[src/rtl/fetch_pkg.sv]
// Shared definitions for the instruction fetch unit: FSM state encoding,
// default data width, default halt opcode and default reset PC.
package fetch_pkg;

    localparam int          FETCH_DATA_WIDTH  = 16;
    localparam logic [15:0] FETCH_HALT_OPCODE = 16'hFFFF;
    localparam logic [15:0] FETCH_RESET_PC    = 16'h0000;

    typedef enum logic {
        ST_FETCH  = 1'b0,
        ST_HALTED = 1'b1
    } state_e;

endpackage

[src/rtl/fetch_pc.sv]
// Program counter register for the fetch unit.
// Ports: clk, rst_n (sync, active-low), inc_en_i (advance by one),
//        load_en_i/target_i (redirect, wins over increment), pc_o.
module fetch_pc #(
    parameter int             W        = 16,
    parameter logic [W-1:0]   RESET_PC = '0
) (
    input  logic         clk,
    input  logic         rst_n,
    input  logic         inc_en_i,
    input  logic         load_en_i,
    input  logic [W-1:0] target_i,
    output logic [W-1:0] pc_o
);

    logic [W-1:0] pc_q;
    logic [W-1:0] pc_d;

    always_comb begin
        pc_d = pc_q;
        if (load_en_i) begin
            pc_d = target_i;
        end else if (inc_en_i) begin
            // Natural modulo-2^W wrap.
            pc_d = pc_q + W'(1);
        end
    end

    always_ff @(posedge clk) begin
        if (!rst_n) begin
            pc_q <= RESET_PC;
        end else begin
            pc_q <= pc_d;
        end
    end

    assign pc_o = pc_q;

endmodule

[src/rtl/fetch_unit.sv]
// Instruction fetch unit: PC-addressed ROM read, one-entry instruction
// register with valid/ready handshake, branch redirect, HALT detection.
// Ports: clk, rst_n (sync, active-low), rom_addr/rom_opcode/rom_operand,
//        branch_valid/branch_target, instr_valid/instr_ready,
//        instr_opcode/instr_operand/instr_pc, halted, fetch_count.
module fetch_unit
    import fetch_pkg::*;
#(
    parameter int                      DATA_WIDTH  = FETCH_DATA_WIDTH,
    parameter logic [DATA_WIDTH-1:0]   RESET_PC    = FETCH_RESET_PC,
    parameter logic [DATA_WIDTH-1:0]   HALT_OPCODE = FETCH_HALT_OPCODE
) (
    input  logic                  clk,
    input  logic                  rst_n,
    output logic [DATA_WIDTH-1:0] rom_addr,
    input  logic [DATA_WIDTH-1:0] rom_opcode,
    input  logic [DATA_WIDTH-1:0] rom_operand,
    input  logic                  branch_valid,
    input  logic [DATA_WIDTH-1:0] branch_target,
    output logic                  instr_valid,
    input  logic                  instr_ready,
    output logic [DATA_WIDTH-1:0] instr_opcode,
    output logic [DATA_WIDTH-1:0] instr_operand,
    output logic [DATA_WIDTH-1:0] instr_pc,
    output logic                  halted,
    output logic [DATA_WIDTH-1:0] fetch_count
);

    state_e                state_q, state_d;
    logic                  valid_q, valid_d;
    logic [DATA_WIDTH-1:0] opc_q, opc_d;
    logic [DATA_WIDTH-1:0] opd_q, opd_d;
    logic [DATA_WIDTH-1:0] ipc_q, ipc_d;
    logic [DATA_WIDTH-1:0] cnt_q, cnt_d;
    logic [DATA_WIDTH-1:0] pc;

    logic load;
    logic is_halt;
    logic accept;
    logic fetch_en;

    // Instruction register is free when empty or being drained this cycle.
    assign load     = (state_q == ST_FETCH) && !branch_valid
                      && (!valid_q || instr_ready);
    assign is_halt  = (rom_opcode == HALT_OPCODE);
    assign accept   = valid_q && instr_ready;
    assign fetch_en = load && !is_halt;

    fetch_pc #(
        .W        (DATA_WIDTH),
        .RESET_PC (RESET_PC)
    ) u_pc (
        .clk       (clk),
        .rst_n     (rst_n),
        .inc_en_i  (fetch_en),
        .load_en_i (branch_valid),
        .target_i  (branch_target),
        .pc_o      (pc)
    );

    always_comb begin
        state_d = state_q;
        valid_d = valid_q;
        opc_d   = opc_q;
        opd_d   = opd_q;
        ipc_d   = ipc_q;
        if (branch_valid) begin
            state_d = ST_FETCH;
            valid_d = 1'b0;
        end else if (load) begin
            if (is_halt) begin
                // HALT word is consumed here and never presented.
                state_d = ST_HALTED;
                valid_d = 1'b0;
            end else begin
                valid_d = 1'b1;
                opc_d   = rom_opcode;
                opd_d   = rom_operand;
                ipc_d   = pc;
            end
        end
    end

    // A handshake coinciding with a branch still counts.
    assign cnt_d = accept ? cnt_q + DATA_WIDTH'(1) : cnt_q;

    always_ff @(posedge clk) begin
        if (!rst_n) begin
            state_q <= ST_FETCH;
            valid_q <= 1'b0;
            opc_q   <= '0;
            opd_q   <= '0;
            ipc_q   <= '0;
            cnt_q   <= '0;
        end else begin
            state_q <= state_d;
            valid_q <= valid_d;
            opc_q   <= opc_d;
            opd_q   <= opd_d;
            ipc_q   <= ipc_d;
            cnt_q   <= cnt_d;
        end
    end

    assign rom_addr      = pc;
    assign instr_valid   = valid_q;
    assign instr_opcode  = opc_q;
    assign instr_operand = opd_q;
    assign instr_pc      = ipc_q;
    assign halted        = (state_q == ST_HALTED);
    assign fetch_count   = cnt_q;

endmodule

[config.mk]
export PLATFORM = sky130hd
export DESIGN_NAME = fetch_unit
export DESIGN_NICKNAME = d
export VERILOG_FILES = /design/src/rtl/fetch_pkg.sv /design/src/rtl/fetch_pc.sv /design/src/rtl/fetch_unit.sv
export SDC_FILE = /design/constraint.sdc
export NUM_CORES = 1
export LEC_CHECK = 0
export CAP_MARGIN = 20
export CORE_ASPECT_RATIO = 0.5
export CORE_MARGIN = 1.5
export CORE_UTILIZATION = 40
export CTS_CLUSTER_DIAMETER = 100
export CTS_CLUSTER_SIZE = 30
export DETAILED_ROUTE_END_ITERATION = 6
export PLACE_DENSITY = 0.76
export SLEW_MARGIN = 20
export SYNTH_ARGS = -nofsm -noshare
export SYNTH_HDL_FRONTEND = slang
export SYNTH_HIERARCHICAL = 1
export SYNTH_SLANG_ARGS = --single-unit
[constraint.sdc]
create_clock -name clk -period 1.9 [get_ports clk]
set_input_delay 0.285 -clock clk [delete_from_list [all_inputs] [get_ports clk]]
set_output_delay 0.285 -clock clk [all_outputs]
set_load 0.1 [all_outputs]
==> impl_metrics.tcl, run 1 <==
set metrics [dict create \
    crit_type "primary input to flip-flop" \
    synth-edff-count 0 \
    hp-start "rst_n" \
    synth_seq_cells 82 \
    place_hpwl_um 6650 \
    clk_pin_slew_ns 0.05 \
    synth.distinct_cells 32 \
    yosysWarnings 6 \
    p_comb_frac 0.258 \
    start_util 0.418 \
    vias 3237 \
    nNetsFinal 598 \
    cts_root_buf "clkbuf_16" \
    peakVddDrop_mv 0.591 \
    netlist_instances 406 \
    core_um2 8830 \
    p_switching_mw 1.56 \
    rows 24 \
    yosys.area.top_type "dfxtp_1" \
    synth_compound_area_frac 0.0590 \
    ys_top_cells_by_count "nand2_1, dfxtp_1, mux2i_1" \
    hold_end "u_pc/pc_o[12]" \
    clock_path_buffers 2 \
    wirelength_um 8980 \
    cts_made_buffers 9 \
    p_leak_nw 2.43 \
    power_frac_clock 0.329 \
    area_growth_syn_to_layout_pct 46.1 \
    cp.required_ns 2.11 \
    synth_simple_gate_area_share 0.248 \
    p_per_area_nw_per_um2 851 \
    slew_headroom 0.714 \
    clkLatencyLatePin_ns 0.33 \
    synthAdderAreaFrac 0.00678 \
    drv_cap 0 \
    fin_cells 662 \
    worstRegToRegCells 8 \
    die_x_um 139 \
    outcome "complete, no violations" \
    final-hold-violation-count 0 \
    tightest_slew_ns 0.429 \
    synth_nets 460 \
    drtIter0Drc 144 \
    antenna_left 0 \
    max_freq_mhz 562 \
    yosysSeqAreaShare 0.445 \
    grt_antenna_before_repair 0 \
    p_int_mw 3.03 \
    grt_pass1_wl_um 14800 \
    syn_area_per_cell_um2 9.09 \
    overflow 0 \
    die_area_um2 9840 \
    holdPathStages 4 \
    slew_viol_final 0 \
    post_drt_wl_per_cell_um 13.6 \
    setup_viol 0 \
    grt_pass1_vias 3032 \
    fin_util 0.610 \
    drive_gt1_frac 0.283 \
    gp_congestion 0.782 \
    hold_class "primary input to flip-flop" \
    cts_tree "yes" \
    arrival_ns 1.99 \
    ys_top_cells_by_area "dfxtp_1, mux2i_1, nand2_1, xnor2_1, nor4_4" \
    grt_max_degree 77 \
    async_reset_ff_frac 0 \
    synth_top_family_by_area "simple AND/OR/NAND/NOR gates" \
    synth_mux_area_frac 0.138 \
    yosysMostFrequentCell "nand2_1" \
    die_height_um 70.9 \
    worst_slack_ns 0.119 \
    dp_cells 649 \
    grtUsageTotal 0.186 \
    vias_per_cell 4.89 \
    critical_path.max_fanout 7 \
    ys.flop_type "dfxtp_1" \
    route.detailed.drc 0 \
    setup_tns_ns 0 \
    period_share 0.937 \
    boundaryPins 134 \
    synth_top_area_share 0.445 \
    switching_share 0.339 \
    netlist_area_um2 3690 \
    period_minus_slack_ns 1.78 \
    r2r_setup_slack_ns 0.32 \
    synth_xor_area_frac 0.0594 \
    antenna_cells 0 \
    htreeDepth 3 \
    skew_ns 0.00348 \
    cp-start-kind "primary input" \
    r2r_end "u_pc/pc_o[12]" \
    clkSinkCount 82 \
    cp-end-kind "flip-flop" \
    grt_setup_unrepaired "false" \
    rr_startpoint "halted" \
    dr.pass1.iters 4 \
    p_seq_frac 0.413 \
    numPortBuffers 133 \
    dpl_worst_slack_ns -0.309 \
]
==> metrics by stage <==
stage / cell area [µm²] / power [mW] / hold slack [ns]
2_1_floorplan: 3810 / 2.79 / 0.416
3_3_place_gp: 5130 / 3.11 / 0.443
3_5_place_dp: 5130 / 3.12 / 0.449
4_1_cts: 5380 / 4.64 / 0.427
5_1_grt: 5390 / 4.76 / 0.461
6_report: 5390 / 4.59 / 0.438
==> cells by family after synthesis <==
logic type      count (synthesis)
compound gates                 35
xor+xnor                       25
fa+ha+maj                       2
buf+inv                        33
flops                          82
mux                            51
simple gates                  178
==> power groups by stage <==
stage	sequential [mW]	clock, mW	combinational (mW)
floorplan	2.55	0	0.239
global placement	1.93	0	1.18
detailed placement	1.93	0	1.19
CTS	1.89	1.56	1.19
global route	1.91	1.61	1.23
finish	1.89	1.51	1.18
==> worst max-delay path: stages <==
cell and delay [ns]:
clkdlybuf4s50_1 0.49, nand4_1 0.14, nor4_2 0.27, buf_4 0.17
nor2_4 0.06, nand4_4 0.11, buf_12 0.16, nor2_1 0.06
xnor2_1 0.16, a21oi_1 0.08
==> worst max path at each step <==
| stage | start | slack, ns | endpoint | cells after the start |
|---|---|---|---|---|
| after floorplan | halted | -0.03 | u_pc/pc_o[14] | 10 |
| after global placement | rom_opcode[14] | -0.23 | u_pc/pc_o[5] | 10 |
| after detailed placement | rom_opcode[5] | -0.31 | u_pc/pc_o[12] | 10 |
| after CTS | rom_opcode[5] | 0.03 | u_pc/pc_o[5] | 10 |
| after global routing | rom_opcode[9] | 0.007 | u_pc/pc_o[11] | 10 |
| final | rom_opcode[12] | 0.12 | u_pc/pc_o[5] | 10 |
==> placed cells by master, fill, tap and decap left out, types with 2 or more instances in the layout <==
master           instances
nand2_1                110
buf_4                   95
dfxtp_1                 57
mux2i_1                 51
clkdlybuf4s50_1         50
dfxtp_2                 23
xnor2_1                 19
o21ai_0                 12
a21oi_1                 12
nand3_1                 11
nand4_1                 10
inv_1                    9
and2_1                   9
clkbuf_16                9
nor4_4                   6
xor2_1                   6
nor2_1                   5
nand2b_1                 5
buf_12                   5
o211a_1                  5
and3_1                   4
nor3_1                   4
nor3_4                   3
nor4_2                   2
nor2b_1                  2
a21boi_0                 2
ha_1                     2
dfxtp_4                  2
nand4_4                  2
==> area by class of cell <==
| cell class | instances | area [µm²] |
|---|---|---|
| clock buffers | 11 | 243 |
| clock inverters | 1 | 5.00 |
| fillers | 766 | 3440 |
| inverters | 9 | 33.8 |
| multi-input cells | 291 | 1960 |
| flip-flops and latches | 82 | 1680 |
| well taps | 117 | 146 |
| repair buffers | 151 | 1330 |
==> sequential cells by signal, summed over array words and instances (netlist names) <==
register,flops
halted,1
instr_pc,16
instr_opcode,16
u_pc/pc_o,16
instr_operand,16
fetch_count,16
instr_valid,1
==> metal layers <==
layer  routed length, µm  global-route usage  vias to the layer above
li1                    -                   -                     1646
met1                4230               0.240                     1509
met2                4220               0.304                       66
met3                 346              0.0528                       16
met4                 186              0.0637                        0
met5                   0                   0                        -
==> what timing repair did <==
action / 4_1_cts / 5_1_grt
gates resized for setup: 0 / 1
hold buffers: 0 / 0
setup buffers: 0 / 1
endpoints found under the setup margin: 0 / 10
No activity file was read; power rests on OpenSTA's default activity.
==> inputs of run 2 (changes only) <==
--- a/config.mk
+++ b/config.mk
@@ -8,11 +8,11 @@
 export CAP_MARGIN = 20
 export CORE_ASPECT_RATIO = 0.5
 export CORE_MARGIN = 1.5
-export CORE_UTILIZATION = 40
+export CORE_UTILIZATION = 25
 export CTS_CLUSTER_DIAMETER = 100
 export CTS_CLUSTER_SIZE = 30
 export DETAILED_ROUTE_END_ITERATION = 6
-export PLACE_DENSITY = 0.76
+export PLACE_DENSITY = 0.52
 export SLEW_MARGIN = 20
 export SYNTH_ARGS = -nofsm -noshare
 export SYNTH_HDL_FRONTEND = slang
==> run 2 against run 1 <==
  * Non-clock buffer count is 10 higher
  * Sequential power barely moved
  * Worst hold slack got worse by 0.18 ns
  * Cell count up 14%
  * Cell area grew 4.5%
  * Wire length is 9.4% higher
  * Clock power rose by 11%
  * Setup slack worse by 0.023 ns
  * Clock skew up 0.0023 ns
  * Count of clock-buffer cells in the layout grew 3
  * Combinational power about the same
  * Global-route usage shrank 5.9 points
==> impl_metrics.tcl, run 2 (synthesis gave the netlist of run 1 again) <==
set metrics [dict create \
    outcome "complete, no violations" \
    rows 31 \
    gp_congestion 0.701 \
    drv_cap 0 \
    setup_tns_ns 0 \
    cts_made_buffers 9 \
    hold_buffers 0 \
    grt_max_degree 65 \
    grt_pass1_wl_um 15600 \
    hp-start "rom_opcode[9]" \
    worst_path_most_repeated_cell "buf_4" \
    slew_viol_final 0 \
    tightest_slew_ns 0.466 \
    clkSinkCount 82 \
    slew_headroom 0.689 \
    cp_num_cells 7 \
    fin_util 0.390 \
    start_util 0.256 \
    grt_pass1_vias 2981 \
    stdcell_area_um2 5630 \
    hold_end "instr_opcode[9]" \
    vias_per_cell 4.20 \
    wirelength_um 9830 \
    r2r_end "u_pc/pc_o[15]" \
    grt_antenna_before_repair 0 \
    dpl_worst_slack_ns -0.322 \
    final-hold-violation-count 0 \
    slowest_stage "clkdlybuf4s50_1" \
    mostFrequentLayoutCell "nand2_1" \
    clk_pin_slew_ns 0.06 \
    drtIter0Drc 148 \
    vias 3176 \
    skew_ns 0.00582 \
    holdPathStages 3 \
    p_per_area_nw_per_um2 847 \
    clkLatencyLatePin_ns 0.34 \
    overflow 0 \
    period_share 0.949 \
    place_hpwl_um 7250 \
    arrival_ns 2.03 \
    max_stage_delay_ns 0.47 \
    mostFrequentLayoutCells "nand2_1, buf_4, dfxtp_1" \
    critical_path.max_fanout 27 \
    antenna_left 0 \
    cts_root_buf "clkbuf_16" \
    post_drt_wl_per_cell_um 13.0 \
    die_area_um2 15500 \
    cp_num_buf_inv 3 \
    area_growth_syn_to_layout_pct 52.7 \
    antenna_cells 0 \
    path_cells "clkdlybuf4s50_1 > nand4_1 > nor4_2 > buf_4 > nor2_4 > buf_4 > o221a_2" \
    htreeDepth 3 \
    numPortBuffers 133 \
    cp.required_ns 2.13 \
    nNetsFinal 608 \
    p_leak_nw 2.51 \
    drive_gt1_frac 0.299 \
    max_freq_mhz 554 \
    whs_ns 0.258 \
    crit_type "primary input to flip-flop" \
    worstRegToRegCells 8 \
    place_area_um2 5270 \
    dr.pass1.iters 4 \
    boundaryPins 134 \
    hold_class "primary input to flip-flop" \
    clock_path_buffers 2 \
    cts_tree "yes" \
    setup_viol 0 \
    cp-end-kind "flip-flop" \
    worst_slack_ns 0.0963 \
    peakVddDrop_mv 0.416 \
    period_minus_slack_ns 1.80 \
    grtUsageTotal 0.127 \
    die_height_um 88.9 \
    cp-start-kind "primary input" \
    crit_family "buffers and inverters" \
    r2r_setup_slack_ns 0.32 \
    rr_startpoint "halted" \
    die_x_um 175 \
    core_um2 14400 \
    route.detailed.drc 0 \
]
-- run 2: through the flow --
stage	power, mW	std cells
floorplan	2.79	406
finish	4.77	757
global route	5.00	757
detailed placement	3.14	733
global placement	3.14	733
CTS	4.84	749
-- run 2: area by class of cell --
type | count | area, µm²
multi-input combinational | 291 | 1960
inverter | 9 | 33.8
timing repair buffer | 161 | 1430
tap | 198 | 248
fill | 1510 | 8800
clock buffer | 14 | 274
sequential | 82 | 1680
clock inverter | 2 | 10.0
-- run 2: worst min-delay path: cells and delay by family --
kind                   cells  cell delay [ns]
multiplexers               1             0.06
buffers and inverters      1             0.13
AND/OR/NAND/NOR            1             0.06
-- run 2: worst max-delay path by stage --
stage / start / slack [ns] / end
final: rom_opcode[5] / 0.1 / instr_opcode[14]
after CTS: rom_opcode[11] / 0.03 / u_pc/pc_o[15]
after global placement: rom_opcode[3] / -0.30 / u_pc/pc_o[15]
after global routing: rom_opcode[10] / -0.01 / u_pc/pc_o[1]
after floorplan: halted / -0.03 / u_pc/pc_o[14]
after detailed placement: rom_opcode[3] / -0.32 / u_pc/pc_o[15]
-- run 2: layer usage --
layer  global-route usage  share of wire  up-vias
met3               0.0357          0.035       11
met4               0.0373          0.012        0
met1                0.162           0.47     1450
li1                     -              -     1670
met2                0.212           0.48       45
met5                    0              0        -
-- run 2: where the power goes --
part	switching [mW]	leakage, nW	internal, mW	total [mW]
Clock	0.684	0.143	0.990	1.67
Sequential	0.0822	0.683	1.81	1.89
Combinational	0.858	1.69	0.348	1.21
Total	1.62	2.51	3.15	4.77
-- run 2: what timing repair did --
item                       4_1_cts  5_1_grt
gates resized for setup          0        3
setup endpoints to repair        0       11
hold endpoints to repair         0        0
buffers inserted                 0        8
==> inputs of run 3 (changes only) <==
--- a/config.mk
+++ b/config.mk
@@ -12,7 +12,9 @@
 export CTS_CLUSTER_DIAMETER = 100
 export CTS_CLUSTER_SIZE = 30
 export DETAILED_ROUTE_END_ITERATION = 6
-export PLACE_DENSITY = 0.52
+export GPL_ROUTABILITY_DRIVEN = 0
+export HOLD_SLACK_MARGIN = 0.15
+export PLACE_DENSITY = 0.56
 export SLEW_MARGIN = 20
 export SYNTH_ARGS = -nofsm -noshare
 export SYNTH_HDL_FRONTEND = slang
==> run 3 against run 2 <==
  * Combinational power hardly changed
  * Setup slack improved by 0.014 ns
  * Via count rose by 0.31%
  * Sequential power barely moved
  * Clock skew grew 0.0022 ns
  * Critical path depth rose by 1
  * Die area unchanged
  * Clock power is 11% higher
  * Sequential cell count unchanged
  * Critical path type unchanged
==> impl_metrics.tcl, run 3 (synthesis gave the netlist of run 1 again) <==
set metrics [dict create \
    grt_util_met3 0.0340 \
    skew_ns 0.00806 \
    grtUsageTotal 0.126 \
    hold_end "instr_opcode[2]" \
    drive_gt1_frac 0.297 \
    die_height_um 88.9 \
    drtIter0Drc 170 \
    cp.required_ns 2.12 \
    setup_tns_ns 0 \
    holdPathStages 3 \
    slowest_stage "clkdlybuf4s50_1" \
    cts_root_buf "clkbuf_16" \
    r2r_end "u_pc/pc_o[15]" \
    peakVddDrop_mv 0.382 \
    grt_antenna_before_repair 0 \
    start_util 0.256 \
    vias 3186 \
    place_hpwl_um 7260 \
    slew_headroom 0.711 \
    mostFrequentLayoutCells "nand2_1, buf_4, dfxtp_1" \
    slew_viol_final 0 \
    die_x_um 175 \
    core_um2 14400 \
    wirelength_um 9720 \
    post_cts_buffers 0 \
    post_drt_wl_per_cell_um 12.9 \
    arrival_ns 2.01 \
    cp-end-kind "flip-flop" \
    rows 31 \
    place_area_um2 5340 \
    worstRegToRegCells 8 \
    grt_pass1_wl_um 15600 \
    crit_start "instr_ready" \
    grtUsageMet1 0.158 \
    vias_per_cell 4.24 \
    rr_startpoint "halted" \
    clk_pin_slew_ns 0.06 \
    max_freq_mhz 559 \
    max_stage_delay_ns 0.62 \
    path_cells "clkdlybuf4s50_1 > o21ai_1 > nor2_4 > nand4_4 > buf_12 > nor4_2 > xnor2_1 > a21oi_1" \
    area_growth_syn_to_layout_pct 54.2 \
    period_minus_slack_ns 1.79 \
    cp-start-kind "primary input" \
    hold_class "primary input to flip-flop" \
    route.detailed.drc 0 \
    outcome "complete, no violations" \
    p_per_area_nw_per_um2 873 \
    period_share 0.942 \
    antenna_left 0 \
    cts_made_buffers 9 \
    setup_viol 0 \
    htreeDepth 3 \
    grt_pass1_vias 3065 \
    antenna_cells 0 \
    hp-start "rom_opcode[2]" \
    dr.pass1.iters 4 \
    r2r_setup_slack_ns 0.28 \
    nNetsFinal 602 \
    clock_path_buffers 2 \
    mostFrequentLayoutCell "nand2_1" \
    clkSinkCount 82 \
    clkLatencyLatePin_ns 0.33 \
    drv_cap 0 \
    boundaryPins 134 \
    grt_setup_unrepaired "false" \
    critical_path.max_fanout 7 \
    p_leak_nw 2.57 \
    die_area_um2 15500 \
    overflow 0 \
    final-hold-violation-count 0 \
    grt_max_degree 33 \
    stdcell_area_um2 5690 \
    crit_type "primary input to flip-flop" \
    cts_tree "yes" \
    fin_cells 751 \
    worst_slack_ns 0.110 \
    top_usage_layer "met2" \
    tightest_slew_ns 0.432 \
    grt_use_met2 0.213 \
    dpl_worst_slack_ns -0.300 \
    numPortBuffers 133 \
    dp_cells 735 \
    fin_util 0.394 \
]
==> run 3: changes by cell type in the layout (fill, tap and decap cells not counted), moves of 3 or more <==
cell and delta:
clkdlybuf4s50_1 -6, dlymetal6s2s_1 +6, buf_12 +4, buf_4 -9, clkbuf_8 -3
==> run 3: how the worst max path moves through the flow <==
stage	cells past startpoint	slack (ns)	to
6_report	8	0.11	u_pc/pc_o[15]
5_1_grt	8	0.003	u_pc/pc_o[15]
4_1_cts	7	0.06	instr_opcode[14]
3_5_place_dp	7	-0.30	instr_opcode[14]
3_3_place_gp	7	-0.30	instr_opcode[14]
2_1_floorplan	10	-0.03	u_pc/pc_o[14]
==> run 3: cell type report <==
type                            instances  area, µm²
Clock buffer                            9        225
Sequential cell                        82       1680
Fill cell                            1435       8740
Multi-Input combinational cell        291       1960
Tap cell                              198        248
Clock inverter                          7       93.8
Timing Repair Buffer                  155       1450
Inverter                                9       33.8
==> run 3: power by group <==
| group | switching [mW] | leakage [nW] | total (mW) | internal (mW) |
|---|---|---|---|---|
| Sequential | 0.0819 | 0.683 | 1.89 | 1.81 |
| Combinational | 0.859 | 1.73 | 1.21 | 0.352 |
| Clock | 0.714 | 0.151 | 1.86 | 1.15 |
==> run 3: what timing repair did <==
action,CTS,global route
gates resized for setup,0,9
hold endpoints to repair,0,0
setup endpoints to repair,0,14
hold buffers,0,0
==> run 3: stage by stage <==
stage	power, mW	hold WS, ns
floorplan	2.79	0.416
global placement	3.15	0.444
detailed placement	3.15	0.448
global route	5.17	0.249
CTS	5.04	0.331
finish	4.97	0.247
==> run 3: routing by layer <==
layer  wire, µm  up-vias
li1           -     1659
met5          0        -
met4        115        0
met3        330        8
met1       4520     1476
met2       4750       43
==> run 3: worst max-delay path: cells and delay by family <==
family | cells | cell delay, ns
compound gates | 2 | 0.23
xor+xnor | 1 | 0.15
buf+inv | 2 | 0.81
simple gates | 3 | 0.52
==> patch 1 (config.mk and constraints of run 1) <==
Add an input register stage for `branch_target`, with the module's reset; this delays it by one clock. The other inputs are not delayed to match.
--- a/src/rtl/fetch_unit.sv
+++ b/src/rtl/fetch_unit.sv
@@ -27,2 +27,12 @@
 );
+
+    logic [DATA_WIDTH-1:0] branch_target_q;
+
+    always_ff @(posedge clk) begin
+        if (!rst_n) begin
+            branch_target_q <= '0;
+        end else begin
+            branch_target_q <= branch_target;
+        end
+    end
 
@@ -56,3 +66,3 @@
         .load_en_i (branch_valid),
-        .target_i  (branch_target),
+        .target_i  (branch_target_q),
         .pc_o      (pc)
Function: changed (a bounded check fails within 4 cycles, from zero or initial values and one cycle with rst_n low).
==> patch 1 against run 1 <==
  * Via count rose by 4.0%
  * Critical endpoint is now u_pc/pc_o[14]
  * Largest power group unchanged
  * First-iteration DRC count up 9.0%
  * Cell area increased by 10%
  * Sequential power up 19%
  * Synthesized cell count increased by 8.1%
  * Power increased by 19%
  * Setup slack got worse by 0.018 ns
  * Fmax fell by 0.98%
  * Area after synthesis up 11%
  * Routed wire length increased by 7.2%
  * Clock power is 34% higher
  * Clock skew increased by 0.0016 ns
  * Critical path type unchanged
  * Sequential cell count up 16
==> patch 1: results (changes against run 1) <==
The flow ran to the end, and the final reports show no timing, DRC or antenna violations. The total cell area at the placement stage is 5602 um^2 (+9.2%), and the H-tree depth is 3 (unchanged). The length in cells of the worst reg-to-reg path came out at 7 (-1).

The tools report the sequential-to-total area share from yosys stat as 47.75% (+3.2 points). Ranked by total cell area, the synthesized netlist is headed by dfxtp_1, mux2i_1, nand2_1. The tools report the number of nets in the final layout as 636 (+6.4%). The slowest stage of the critical path belongs to the cell clkdlybuf4s50_1. The weighted congestion at the end of routability-driven global placement came out at 0.8400 (+7.4%). The global-route usage over all layers came out at 18.20% (-0.42 points). The worst supply voltage drop on vdd was 0.0004206 V (-29%); the reported leakage power was 2.628 nW (+8.2%).

The logs give 3145 (+3.7%) for the number of global-route vias before repair and 2 (unchanged) for the number of buffers on the longest clock path. The maximum fanout along the worst path works out to 10 (+3). The tools report the layout filler cell count as 844 (+10%).

The count of cell types in the netlist is 30 (-6.3%). The logs give 3.783 mW (+25%) for the internal cell power and 0.34 ns for the clock latency on the worst-skew pair. The tools report the number of iterations in the first detailed-routing pass as 4 (unchanged). In this design, the largest share of critical-path delay is due to simple AND/OR/NAND/NOR gates.

The total vias in the final route is 3368 (+4.0%), and the number of buffers inserted during clock tree synthesis is 9 (unchanged). The worst hold path belongs to the class input pin to flip-flop. The number of flops mapped to enable cells by yosys was 0 (unchanged); the pin count of the biggest net entering global routing was 59 (-23%).

The cell depth of the worst min-delay path was 3 (-1); the number of I/O port buffers was 133 (unchanged). The pin slew with the least headroom to its limit came out at 0.5922 ns (+0.1635 ns). The clock-pin slew reported for the worst setup and hold paths after clock tree synthesis is 0.07 ns (+0.02 ns). The most common flop cell mapped by yosys is dfxtp_1. The share of synthesized flip-flops with an asynchronous set or reset works out to 0% (unchanged). The number of antenna cells inserted was 0 (unchanged); the starting DRC count in detailed routing was 157 (+9.0%).

Ranked by instance count, the synthesized netlist is headed by nand2_1, dfxtp_1, mux2i_1. The share of layout cells above drive strength 1 is 27.09% (-1.2 points), and the count of yosys warnings during synthesis is 6 (unchanged). The number of antenna violations at the first check in global routing came out at 0 (unchanged).

The wire length of the first global-routing pass came out at 15410 um (+4.0%). Delay of the slowest cell on the worst path: 0.43 ns (-0.06 ns). The post-layout minimum cycle time is 1.798 ns (+0.01758 ns). The clock skew was 0.005039 ns (+0.001564 ns).

Number of nets in the synthesized netlist: 493 (+7.2%). The logs give 6934 um (+4.3%) for the sum of net half-perimeters after detailed placement and 0.4393 ns (+0.001560 ns) for the worst hold margin. The flop-to-flop setup slack is 0.20 ns (-0.12 ns), and the wire length reported by the detailed router is 9625 um (+7.2%). The logs give 2011 um^2 (+2.7%) for the area of combinational cells with multiple inputs and 0 (unchanged) for the post-CTS setup buffer count.

The tools report the cell at the root of the clock tree as clkbuf_16. For the critical path arrival, the log shows 2.02 ns (+0.03 ns).
-- patch 1: cell types whose count changed after synthesis --
cell      change
and2_1       +16
dfxtp_1      +16
clkbuf_1      +4
buf_2         -3
nand4_1       +2
a31oi_1       -1
a41o_1        -1
and3_1        -1
mux2i_1       +1
nand2b_1      +1
nor2b_1       -1
-- patch 1: layer usage --
layer / share of wire, % / routed length, um / global-route usage (%) / vias to the layer above
li1: - / - / - / 1755
met1: 48 / 4604 / 23.12 / 1528
met2: 45 / 4302 / 28.65 / 69
met3: 5.4 / 524 / 6.545 / 16
met5: 0 / 0 / 0 / -
met4: 2.0 / 194 / 7.744 / 0
-- patch 1: final timing paths --
path                       from       endpoint
setup / recovery  rom_opcode[0]  u_pc/pc_o[14]
hold / removal            rst_n  u_pc/pc_o[10]
setup reg to reg         halted  u_pc/pc_o[14]
hold reg to reg     instr_pc[4]    instr_pc[4]
-- patch 1: power groups by stage --
stage | Sequential (mW) | Clock, mW | Combinational, mW
4_1_cts | 2.24 | 2.08 | 1.18
3_3_place_gp | 2.28 | 0 | 1.17
2_1_floorplan | 2.87 | 0 | 0.239
6_report | 2.24 | 2.03 | 1.17
5_1_grt | 2.25 | 2.18 | 1.22
3_5_place_dp | 2.28 | 0 | 1.17
-- patch 1: area by class of cell --
class	count	area share [%]
Clock buffer	10	3.858
Inverter	9	0.5691
Multi-Input combinational cell	307	33.87
Clock inverter	6	1.771
Sequential cell	98	33.64
Tap cell	135	2.846
Timing Repair Buffer	157	23.44
-- patch 1: cells by family after synthesis --
logic type | after synthesis | share of synthesized area, %
AND/OR/NAND/NOR | 195 | 24.82
flip-flops | 98 | 47.75
multiplexers | 52 | 12.67
buffers and inverters | 34 | 3.928
AO/OA/AOI/OAI | 33 | 4.902
XOR/XNOR | 25 | 5.329
adder cells (fa/ha/maj) | 2 | 0.6089
-- patch 1: what timing repair did --
action | 4_1_cts | 5_1_grt
endpoints found under the setup margin | 0 | 5
hold buffers | 0 | 0
gates resized for setup | 0 | 0
-- patch 1: stage by stage --
stage	worst slack, ns	instances
global placement	-0.2329	706
detailed placement	-0.2819	706
floorplan	-0.1612	439
CTS	0.08454	722
global route	0.01575	722
finish	0.1017	722
-- patch 1: tightest hold or removal path, stage by stage --
cell     delay (ns)
buf_4          0.27
o21ai_0        0.14
a21oi_1        0.05
==> patch 2 (config.mk and constraints of run 1) <==
Without the edit above. Change the package constant `FETCH_DATA_WIDTH` from 16 to 18.
--- a/src/rtl/fetch_pkg.sv
+++ b/src/rtl/fetch_pkg.sv
@@ -4,3 +4,3 @@
 
-    localparam int          FETCH_DATA_WIDTH  = 16;
+    localparam int          FETCH_DATA_WIDTH  = 18;
     localparam logic [15:0] FETCH_HALT_OPCODE = 16'hFFFF;
Interface: changed (8 resized); port bits go from 134 to 150. No check against the original RTL was run, so the function may have changed too.
==> patch 2 against run 1 <==
  * The run now ends with setup timing left
  * Clock power rose by 13%
  * Setup slack worse by 0.26 ns
  * First-iteration DRC count rose by 26%
  * Worst hold slack worse by 0.088 ns
  * Sequential share of layout area is essentially flat
  * Critical path depth decreased by 3
  * Sequential cell count rose by 10
  * Cell area up 14%
  * Area after synthesis increased by 11%
  * Fmax down 13%
  * Routed wire length grew 23%
  * Critical endpoint is now u_pc/pc_o[17]
  * Power increased by 12%
  * Core utilization is 2.4 points higher
==> patch 2: results (changes against run 1) <==
The share of layout cells above drive strength 1 is 30.62% (+2.4 points), and the critical path arrival is 2.31 ns (+0.32 ns). In the post-synthesis netlist, the biggest area contributors are dfxtp_1, mux2i_1, nand2_1. The pin slew with the least headroom to its limit came out at 0.4080 ns (-0.02061 ns). The cell depth of the worst min-delay path works out to 3 (-1). The destination of the worst register-to-register timing path was u_pc/pc_o[17]. The relative area of clock buffers and inverters in the final design is 4.680% (+0.082 points).

Number of gates resized after CTS: 21 (+21). The placed cell count was 769 (+18%); the weighted congestion at the end of routability-driven global placement was 0.7990 (+2.2%). The routed wirelength normalized by instance count is 14.08 um (+3.7%). For the reported leakage power, the log shows 2.613 nW (+7.6%). The combinational group power is 1.32 mW (+12%), and the flip-flop and latch count after synthesis is 92 (+12%). The average cell area after synthesis is 8.753 um^2 (-3.7%), and the wire length reported by the detailed router is 11050 um (+23%). Delay of the slowest cell on the worst path: 0.54 ns (+0.05 ns). The hold path endpoint was instr_opcode[12]. The clock-pin slew reported for the worst setup and hold paths after clock tree synthesis is 0.07 ns (+0.02 ns), and the setup violation total in the final timing report is 1 (+1). The sequential cell area was 1917 um^2 (+14%); the number of global-route vias before repair was 3634 (+20%). The run gives 340 (+17%) as the multi-input logic cell count. The run gives 3856 (+19%) as the total vias in the final route. Sequential-to-total area share from yosys stat: 44.86% (+0.36 points). For the internal cell power, the log shows 3.343 mW (+10%). By count the netlist is led by nand2_1, dfxtp_1, mux2i_1. The core utilization of the finished layout was 63.42% (+2.4 points).

The flow ran to the end, but the final reports show violations. The final-layout non-clock buffer area share is 26.10% (+1.5 points), and the global-route usage over all layers is 20.11% (+1.5 points). The smallest setup slack after layout was -0.1450 ns (-0.2643 ns); the pin count of the biggest net entering global routing was 45 (-42%).

The site row count came out at 25 (+4.2%). For the count of cell types in the netlist, the log shows 43 (+34%). The layout filler cell count was 857 (+12%). Maximum fanout along the worst path: 3 (-4). The critical path starts at halted. The final setup TNS is -0.1450 ns (-0.1450 ns). For this design, the slowest cell found on the critical path is or4_4. The proportion of power drawn by the clock network came out at 33.4% (+0.5 points). The checks that failed: setup timing.

The number of I/O port buffers works out to 149 (+12%). The number of nets in the final layout is 705 (+18%).
==> patch 2: cell types whose count changed in the layout (fill, tap and decap cells not counted), sizes merged, moves of 6 or more <==
| cell | change |
|---|---|
| and2 | -9 |
| nor2 | +17 |
| buf | +33 |
| dlygate4sd2 | +19 |
| or3 | +6 |
| nand2 | +11 |
| a21oi | +9 |
| dfxtp | +10 |
| clkdlybuf4s50 | -13 |
==> patch 2: routing by layer <==
metal,part of all wire (%),global-route usage (%),up-vias
met4,1.9,8.081,0
met1,43,23.93,1795
met2,50,36.70,85
met5,0,0,-
li1,-,-,1960
met3,4.3,4.242,16
==> patch 2: cells by family after synthesis <==
family                   after synthesis  share of synthesized area [%]
XOR/XNOR                              24                          5.121
flip-flops                            92                          44.86
AO/OA/AOI/OAI                         53                          7.315
AND/OR/NAND/NOR                      205                          24.02
buffers and inverters                 37                          4.419
multiplexers                          56                          13.65
adder cells (fa/ha/maj)                2                         0.6095
